===== src/rtl/branch_resolve_ctrl.sv =====
// Conditional-branch resolution sequencer: arbitrates for the shared ALU, decides
// BEQ/BNE outcome, redirects the PC, flushes the pipe and counts taken branches.
module branch_resolve_ctrl #(
   parameter int FLUSH_CYCLES = 2,
   parameter int GNT_TIMEOUT  = 8,
   parameter int CNT_W        = 16
) (
   input  logic              clk,
   input  logic              rst_n,
   input  logic              br_valid,
   output logic              br_ready,
   input  logic [1:0]        br_op,
   input  logic [31:0]       pc_plus4,
   input  logic [15:0]       imm,
   output logic              alu_req,
   input  logic              alu_gnt,
   input  logic              alu_nonzero,
   output logic              pc_load,
   output logic [31:0]       pc_target,
   output logic              flush,
   output logic              done,
   output logic              taken,
   output logic              err,
   output logic [CNT_W-1:0]  taken_cnt
);

   typedef enum logic [2:0] {
      S_IDLE, S_REQ, S_SAMPLE, S_REDIRECT, S_FLUSH, S_DONE, S_ERR
   } state_t;

   localparam logic [7:0] TMO_LAST    = 8'(GNT_TIMEOUT - 1);
   localparam logic [3:0] FL_INIT     = 4'((FLUSH_CYCLES > 1) ? FLUSH_CYCLES - 2 : 0);
   localparam bit         MULTI_FLUSH = (FLUSH_CYCLES > 1);

   state_t            state_q;
   logic [1:0]        op_q;
   logic [31:0]       pc_q;
   logic [15:0]       imm_q;
   logic [7:0]        tmo_q;
   logic [3:0]        fl_q;
   logic              taken_r_q;
   logic              br_ready_q, alu_req_q, pc_load_q, flush_q, done_q, taken_q, err_q;
   logic [31:0]       target_q;
   logic [CNT_W-1:0]  cnt_q;

   logic              taken_d;
   logic [31:0]       target_d;
   logic [CNT_W-1:0]  cnt_d;

   // op_q[1] is never set here: illegal ops divert to S_ERR before the ALU is used
   assign taken_d  = ((op_q == 2'b00) & ~alu_nonzero) | ((op_q == 2'b01) & alu_nonzero);
   assign target_d = pc_q + {{14{imm_q[15]}}, imm_q, 2'b00};
   assign cnt_d    = (&cnt_q) ? cnt_q : cnt_q + 1'b1;

   always_ff @(posedge clk or negedge rst_n) begin
      if (!rst_n) begin
         state_q    <= S_IDLE;
         op_q       <= '0;
         pc_q       <= '0;
         imm_q      <= '0;
         tmo_q      <= '0;
         fl_q       <= '0;
         taken_r_q  <= 1'b0;
         br_ready_q <= 1'b1;
         alu_req_q  <= 1'b0;
         pc_load_q  <= 1'b0;
         flush_q    <= 1'b0;
         done_q     <= 1'b0;
         taken_q    <= 1'b0;
         err_q      <= 1'b0;
         target_q   <= '0;
         cnt_q      <= '0;
      end else begin
         pc_load_q <= 1'b0;
         done_q    <= 1'b0;
         taken_q   <= 1'b0;
         err_q     <= 1'b0;
         case (state_q)
            S_IDLE: begin
               if (br_valid) begin
                  op_q       <= br_op;
                  pc_q       <= pc_plus4;
                  imm_q      <= imm;
                  br_ready_q <= 1'b0;
                  if (br_op[1]) begin
                     state_q <= S_ERR;
                     err_q   <= 1'b1;
                  end else begin
                     state_q   <= S_REQ;
                     tmo_q     <= '0;
                     alu_req_q <= 1'b1;
                  end
               end
            end
            S_REQ: begin
               if (alu_gnt) begin
                  state_q   <= S_SAMPLE;
                  alu_req_q <= 1'b0;
               end else if (tmo_q == TMO_LAST) begin
                  state_q   <= S_ERR;
                  alu_req_q <= 1'b0;
                  err_q     <= 1'b1;
               end else begin
                  tmo_q <= tmo_q + 8'd1;
               end
            end
            S_SAMPLE: begin
               taken_r_q <= taken_d;
               if (taken_d) begin
                  state_q   <= S_REDIRECT;
                  pc_load_q <= 1'b1;
                  flush_q   <= 1'b1;
                  target_q  <= target_d;
                  cnt_q     <= cnt_d;
                  fl_q      <= FL_INIT;
               end else begin
                  state_q <= S_DONE;
                  done_q  <= 1'b1;
               end
            end
            S_REDIRECT: begin
               if (MULTI_FLUSH) begin
                  state_q <= S_FLUSH;
               end else begin
                  state_q <= S_DONE;
                  flush_q <= 1'b0;
                  done_q  <= 1'b1;
                  taken_q <= taken_r_q;
               end
            end
            S_FLUSH: begin
               if (fl_q == 4'd0) begin
                  state_q <= S_DONE;
                  flush_q <= 1'b0;
                  done_q  <= 1'b1;
                  taken_q <= taken_r_q;
               end else begin
                  fl_q <= fl_q - 4'd1;
               end
            end
            S_DONE, S_ERR: begin
               state_q    <= S_IDLE;
               br_ready_q <= 1'b1;
            end
            default: begin
               state_q    <= S_IDLE;
               br_ready_q <= 1'b1;
               alu_req_q  <= 1'b0;
               flush_q    <= 1'b0;
            end
         endcase
      end
   end

   assign br_ready  = br_ready_q;
   assign alu_req   = alu_req_q;
   assign pc_load   = pc_load_q;
   assign pc_target = target_q;
   assign flush     = flush_q;
   assign done      = done_q;
   assign taken     = taken_q;
   assign err       = err_q;
   assign taken_cnt = cnt_q;

endmodule


===== config.mk =====
export PLATFORM = sky130hd
export DESIGN_NAME = branch_resolve_ctrl
export DESIGN_NICKNAME = d
export VERILOG_FILES = /design/src/rtl/branch_resolve_ctrl.sv
export SDC_FILE = /design/constraint.sdc
export NUM_CORES = 1
export LEC_CHECK = 0
export BUFFER_PORTS_ARGS = -buffer_cell sky130_fd_sc_hd__buf_2
export CORE_UTILIZATION = 61
export CTS_BUF_LIST = sky130_fd_sc_hd__clkbuf_16
export DETAILED_ROUTE_END_ITERATION = 6
export GPL_TIMING_DRIVEN = 1
export PLACE_DENSITY = 0.92
export SYNTH_ARGS = -nofsm -noshare
export SYNTH_HDL_FRONTEND = slang
export SYNTH_SLANG_ARGS = --single-unit

===== constraint.sdc =====
create_clock -name clk -period 5.1 [get_ports clk]
set_clock_uncertainty 0.15 [all_clocks]
set_input_delay 0 -clock clk [delete_from_list [all_inputs] [get_ports clk]]
set_output_delay 0 -clock clk [all_outputs]
set_load 0.01 [all_outputs]

==> results.md, run 1 <==
- Run status: complete, no violations
- CTS Buf Count: 17
- Share of cells above drive strength 1: about a quarter
- Post-CTS Setup Bufs: 0
- Worst Max-Slew Pin Slew: roughly 0.84 ns
- Final nets: between 900 and 1000
- CTS max path bufs: 2
- Die area: about 11000 um^2
- LEAKAGE: around 4 nW
- Clk Latency, worst-skew pair: roughly 0.43 ns
- Pwr dens: roughly 740 nW/um^2
- PortBufs: roughly 110
- TNS Setup: 0 ns
- Antenna violations before repair: 0
- Crit path time final: ~3.1 ns
- Cell Area, Synth: 6540 um^2
- GPL Wtd Cong: ~0.93
- DR WL/cell: approximately 19 um
- Pin count of the biggest net entering global routing: 67
- Ant diodes: 0
- Crit Path Max Fanout: 46
- Drt total wl: 17970 um
- CP Launch Type: flop
- CTS clock-pin slew for the worst setup and hold paths: ~0.060 ns
- Synth warnings: 0
- Main flop type after synthesis: dfrtp_1
- Hold Buf Count CTS: 56
- H-Tree Depth: 4
- Die height: 105.5 um
- Slew margin rel.: 44.00%
- CP Class: flop to flop
- Fmax: 319.5 MHz
- Worst setup EP type: flop
- Number of synthesized flops with an enable pin: 0
- Seq/Total Area, Yosys: a little under half
- Max-cap check violation count: 0
- Crit-path cells: xnor2_1 -> nand2_1 -> or3_2 -> buf_4 -> inv_2 -> o21ai_2 -> nor3_4 -> nand4_1 -> xnor2_1
- Final HPWL DP: ~11000 um
- Global Route Usage Sum: about 34%
- Worst path arrival time: roughly 3.3 ns
- Instance count on the critical path: 9
- Worst R2R Path Depth: 9
- Total chip power: 6.171 mW
- Synth Register Bits: between 100 and 150
- Placed cells: between 800 and 900
- DRT iter0 DRCs: roughly 470
- Crit share post-route: 61.38%
- CTS Sinks: around 120
- Core area: between 10000 and 15000 um^2
- Synthesized area per cell: roughly 10 um^2
- CTS tree: yes
- Netlist cell types: 65
- Row count: 37
- First-pass GRT wire length: between 20000 and 30000 um
- Synth area leaders: dfrtp_1, mux2_2, ha_1
- Via count: about 6000
- Vias per cell: 6.128
- Total gr overflow: 0
- Root Driver: clkbuf_16
- Area Growth Syn to Fin: 26.99%
- Yosys top cell area share: 45.92%
- Fin. Hold Viols: 0
- Crit-path leading delay family: simple AND/OR/NAND/NOR gates
- Post-route DRC: 0
- Ports: 110
- # resized after CTS: 0
- Required time of the critical path: ~5.3 ns
- Peak supply drop: 508.9 uV
- Post-Syn Nets: 742
- Pre-CTS setup slack: 2.101 ns
- Pins Over Slew Limit: 0
- Final Non-Filler Cells: about 960
- Most common cell on crit path: xnor2_1
- Worst hold slack: approximately 0.068 ns
- Most frequent cells in the layout: dfrtp_1, buf_2, nand2_1
- Final-report setup violation count: 0
- Worst setup margin: ~2.0 ns
- Critical Path Max Stage Delay: 0.71 ns
- DRT antenna net count: 0
- Vias in the first global route: between 6000 and 7000
- CP max-delay cell: or3_2
- Drt pass-1 iters: 5
- Post-Syn Instances: about 650
- Most common cell after layout, fill and taps aside: dfrtp_1
- FFs w/ async S/R, synth: 100.0%
- CP Buf/Inv Count: 2
- Worst Hold Class: input pin to async pin
- Cell taking the most area after synthesis: dfrtp_1
- Die width: around 110 um
- Initial Util: ~63%
- RSZ-0062 raised after global routing: no
[worst reg2reg max path, stage by stage, from the launching register on]
cell and delay [ns]:
dfrtp_1 0.39, xnor2_1 0.21, nand2_1 0.17, or3_2 0.71
buf_4 0.36, inv_2 0.28, o21ai_2 0.16, nor3_4 0.24
nand4_1 0.15, xnor2_1 0.22
[synth_stat cells (3+ instances only)]
library cell / count
or3_1: 6
o211ai_1: 3
nand3_1: 18
clkbuf_1: 10
a31oi_1: 5
nand2b_1: 7
buf_1: 3
a21oi_1: 31
inv_1: 16
o21ai_0: 52
nor2_1: 42
ha_1: 33
nand4_1: 11
xor2_1: 20
nor3_1: 10
o2111ai_1: 3
a21o_1: 17
nor4_1: 3
xnor2_1: 26
nand2_1: 88
and2_1: 6
a22oi_1: 3
mux2_2: 47
and3_1: 6
nor2b_1: 5
dfrtp_1: 120
buf_2: 10
[state kept, by name, indices dropped and copies added (netlist names)]
register,cells
alu_req,1
br_ready,1
done,1
err,1
fl_q,4
flush,1
imm_q,16
op_q,2
pc_load,1
pc_q,32
pc_target,32
state_q,3
taken,1
taken_cnt,16
taken_r_q,1
tmo_q,8
[logic make-up (layout without fill, tap and decap cells)]
kind of cell	Yosys count	count (layout)	share of synthesized area [%]
and+or+nand+nor	216	216	15.65
adders and majority gates	34	34	6.620
AOI/OAI and AO/OA	145	145	14.18
xor gates and xnor gates	46	46	6.160
DFF	121	121	46.32
buffers and inverters	42	217	2.678
muxes	49	49	8.399
[metrics by stage]
stage,area [um^2],utilization (%)
after floorplan,6540,-
after global placement,7176,69.20
after detailed placement,7176,69.20
after CTS,8305,80.09
after global routing,8305,80.09
final,8305,80.09
[layout make-up]
class                           count  area, um^2
Timing Repair Buffer              168        1131
Fill cell                         608        2064
Clock inverter                     15       143.9
Inverter                           17       63.81
Sequential cell                   121        3029
Multi-Input combinational cell    490        3342
Tap cell                          136       170.2
Clock buffer                       17       425.4
[report_power, final]
group | leakage (nW) | total [mW] | switching, mW | internal (mW)
Clock | 0.294 | 1.18 | 0.428 | 0.749
Combinational | 2.18 | 3.31 | 1.95 | 1.35
Sequential | 1.51 | 1.69 | 0.329 | 1.36
[per-layer routing]
metal	vias to the layer above	global-route usage (%)	routed length, um
met2	353	57.42	9034
li1	2642	-	-
met3	88	6.803	1180
met4	0	20.93	776
met1	2824	41.09	6980
met5	-	0	0
[path summary, 6_finish.rpt]
| check | from | to | slack (ns) |
|---|---|---|---|
| max in group asynchronous | rst_n | taken_cnt[13] | 3.49 |
| max | op_q[0] | taken_cnt[15] | 1.97 |
| min | rst_n | pc_q[10] | 0.07 |
| min reg2reg | pc_target[28] | pc_target[28] | 0.32 |
| min in group clk | pc_plus4[25] | pc_q[25] | 0.18 |
| max reg2reg | op_q[0] | taken_cnt[15] | 1.97 |
Power figures use the tool's default switching activity.
==> inputs of run 2 (changes only) <==
--- a/config.mk
+++ b/config.mk
@@ -6,11 +6,11 @@
 export NUM_CORES = 1
 export LEC_CHECK = 0
 export BUFFER_PORTS_ARGS = -buffer_cell sky130_fd_sc_hd__buf_2
-export CORE_UTILIZATION = 61
+export CORE_UTILIZATION = 51
 export CTS_BUF_LIST = sky130_fd_sc_hd__clkbuf_16
 export DETAILED_ROUTE_END_ITERATION = 6
 export GPL_TIMING_DRIVEN = 1
-export PLACE_DENSITY = 0.92
+export PLACE_DENSITY = 0.82
 export SYNTH_ARGS = -nofsm -noshare
 export SYNTH_HDL_FRONTEND = slang
 export SYNTH_SLANG_ARGS = --single-unit
==> constraint.sdc (replaced) <==
create_clock -name clk -period 2.8 [get_ports clk]
set_clock_uncertainty 0.15 [all_clocks]
set_input_delay 0 -clock clk [delete_from_list [all_inputs] [get_ports clk]]
set_output_delay 0 -clock clk [all_outputs]
set_load 0.01 [all_outputs]
==> results.md, run 2 (synthesis results as in run 1) <==
- CTS Buf Count: 17 (unchanged)
- Total gr overflow: 0 (unchanged)
- Via count: 5524 (-6.5%)
- PortBufs: 109 (unchanged)
- CP Class: flop to flop
- Die width: 115.2 um (+9.2%)
- Initial Util: 52.04% (-11 points)
- CP max-delay cell: or4_1
- DRT antenna net count: 0 (unchanged)
- Ant diodes: 0 (unchanged)
- Crit share post-route: 95.26% (+34 points)
- Sequential Power Share: 27.2% (about the same)
- Final core utilization: 67.58% (-13 points)
- DRT iter0 DRCs: 269 (-43%)
- Area Growth Syn to Fin: 29.86%
- Die area: 13280 um^2 (+19%)
- Worst Hold Class: input pin to flop
- H-Tree Depth: 4 (unchanged)
- Required time of the critical path: 3.00 ns (-2.28 ns)
- Drt total wl: 15860 um (-12%)
- Vias per cell: 5.453 (-11%)
- CTS max path bufs: 2 (unchanged)
- Net switching power: 4.587 mW (+69%)
- Pin count of the biggest net entering global routing: 70 (+4.5%)
- Slew margin rel.: 53.03% (+9.0 points)
- Pwr dens: 1295 nW/um^2 (+74%)
- Clk Latency, worst-skew pair: 0.41 ns (-0.02 ns)
- First-pass GRT wire length: 25790 um (-12%)
- Share of cells above drive strength 1: 26.28% (+2.1 points)
- CTS clock-pin slew for the worst setup and hold paths: 0.05 ns (about the same)
- CTS Sinks: 121 (unchanged)
- Global Route Usage Sum: 25.54% (-8.8 points)
- Crit path time final: 2.667 ns (-0.4629 ns)
- Post-route DRC: 0 (unchanged)
- Final-report setup violation count: 0 (unchanged)
- LEAKAGE: 4.034 nW (+1.2%)
- DR WL/cell: 15.66 um (-16%)
- Max-cap check violation count: 0 (unchanged)
- Final nets: 919 (+1.7%)
- TNS Setup: 0 ns (unchanged)
- Most common cell after layout, fill and taps aside: dfrtp_1
- Antenna violations before repair: 0 (unchanged)
- Combinational share of power: 54.6% (+1.0 points)
- Fin. Hold Viols: 0 (unchanged)
- Most frequent cells in the layout: dfrtp_1, buf_2, nand2_1
- Worst path arrival time: 2.86 ns (-0.45 ns)
- Pins Over Slew Limit: 0 (unchanged)
- Critical Path Max Stage Delay: 0.43 ns (-0.28 ns)
- Worst Max-Slew Pin Slew: 0.6991 ns (-0.1409 ns)
- CTS tree: yes
- GPL Wtd Cong: 0.9092 (-2.0%)
- Fmax: 374.9 MHz (+17%)
- Net Sw Frac: 41.69% (-2.2 points)
- Vias in the first global route: 5369 (-11%)
- Drt pass-1 iters: 4 (-1)
- Core area: 12570 um^2 (+21%)
- Ports: 110 (unchanged)
- CP Buf/Inv Count: 1 (-1)
- Die height: 115.2 um (+9.2%)
- Crit-path leading delay family: compound AO/OA/AOI/OAI gates
- Run status: complete, no violations
- CP Launch Type: flop
- P_int: 6.415 mW (+85%)
- Root Driver: clkbuf_16
- Most common cell on crit path: a21oi_2
- Final HPWL DP: 10460 um (-5.1%)
- Crit Path Max Fanout: 3 (-93%)
- Crit-path cells: ha_1 -> inv_1 -> fa_1 -> nand2b_1 -> a21oi_2 -> o2111ai_2 -> o221ai_2 -> a21oi_2 -> or4_1 -> nand3_1
- Peak supply drop: 740.3 uV (+45%)
- Row count: 41 (+11%)
- Clock Power Share: 18.2% (-0.9 points)
- Total chip power: 11.00 mW (+78%)
- Worst setup EP type: flop
==> run 2: power groups by stage <==
| stage | combinational (mW) | sequential (mW) | clock (mW) |
|---|---|---|---|
| finish | 6.01 | 2.99 | 2.00 |
| global route | 6.65 | 3.07 | 2.12 |
| CTS | 5.82 | 2.98 | 2.04 |
| detailed placement | 5.69 | 2.99 | 0 |
| global placement | 5.58 | 2.97 | 0 |
| floorplan | 4.16 | 2.97 | 0 |
==> run 2: worst register-to-register path, stage by stage (launching register included) <==
cell and delay, ns:
dfrtp_1 0.35, ha_1 0.17, inv_1 0.06, fa_1 0.38
nand2b_1 0.19, a21oi_2 0.17, o2111ai_2 0.18, o221ai_2 0.30
a21oi_2 0.13, or4_1 0.43, nand3_1 0.10
==> run 2: path summary, 6_finish.rpt <==
check	from	to	slack, ns	cells past startpoint
max	pc_q[2]	pc_target[26]	0.13	10
min	alu_nonzero	done	0.06	5
max reg2reg	pc_q[2]	pc_target[26]	0.13	10
min reg2reg	pc_q[1]	pc_target[1]	0.32	2
max in group asynchronous	rst_n	err	1.57	4
min in group asynchronous	rst_n	br_ready	0.54	3
==> run 2: metal layers <==
metal | share of wire (%) | routed length, um | global-route usage [%] | up-vias
met5 | 0 | 0 | 0 | -
met4 | 2.6 | 411 | 11.17 | 0
met3 | 4.5 | 712 | 5.957 | 34
met2 | 49 | 7780 | 42.61 | 168
met1 | 44 | 6954 | 31.77 | 2651
li1 | - | - | - | 2671
==> run 2: cell type report <==
cell class                      count  area [um^2]
Clock inverter                     13        115.1
Inverter                           17        63.81
Tap cell                          172        215.2
Multi-Input combinational cell    490         3364
Timing Repair Buffer              183         1279
Clock buffer                       17        425.4
Sequential cell                   121         3030
Fill cell                         951         4075
==> run 2: what timing repair did <==
item,CTS,global route
endpoints found under the hold margin,183,0
setup buffers,0,2
resized for setup,0,6
endpoints found under the setup margin,0,7
hold buffers,56,0
==> run 2: through the flow <==
stage	setup slack, ns	hold WS (ns)	cell area, um^2	instances
floorplan	0.1868	-0.4456	6540	653
detailed placement	0.02718	-0.1578	7343	925
finish	0.1328	0.06136	8493	1013
global route	-0.01221	0.1062	8493	1013
global placement	0.08394	-0.1587	7343	925
CTS	0.01976	0.02827	8454	1011
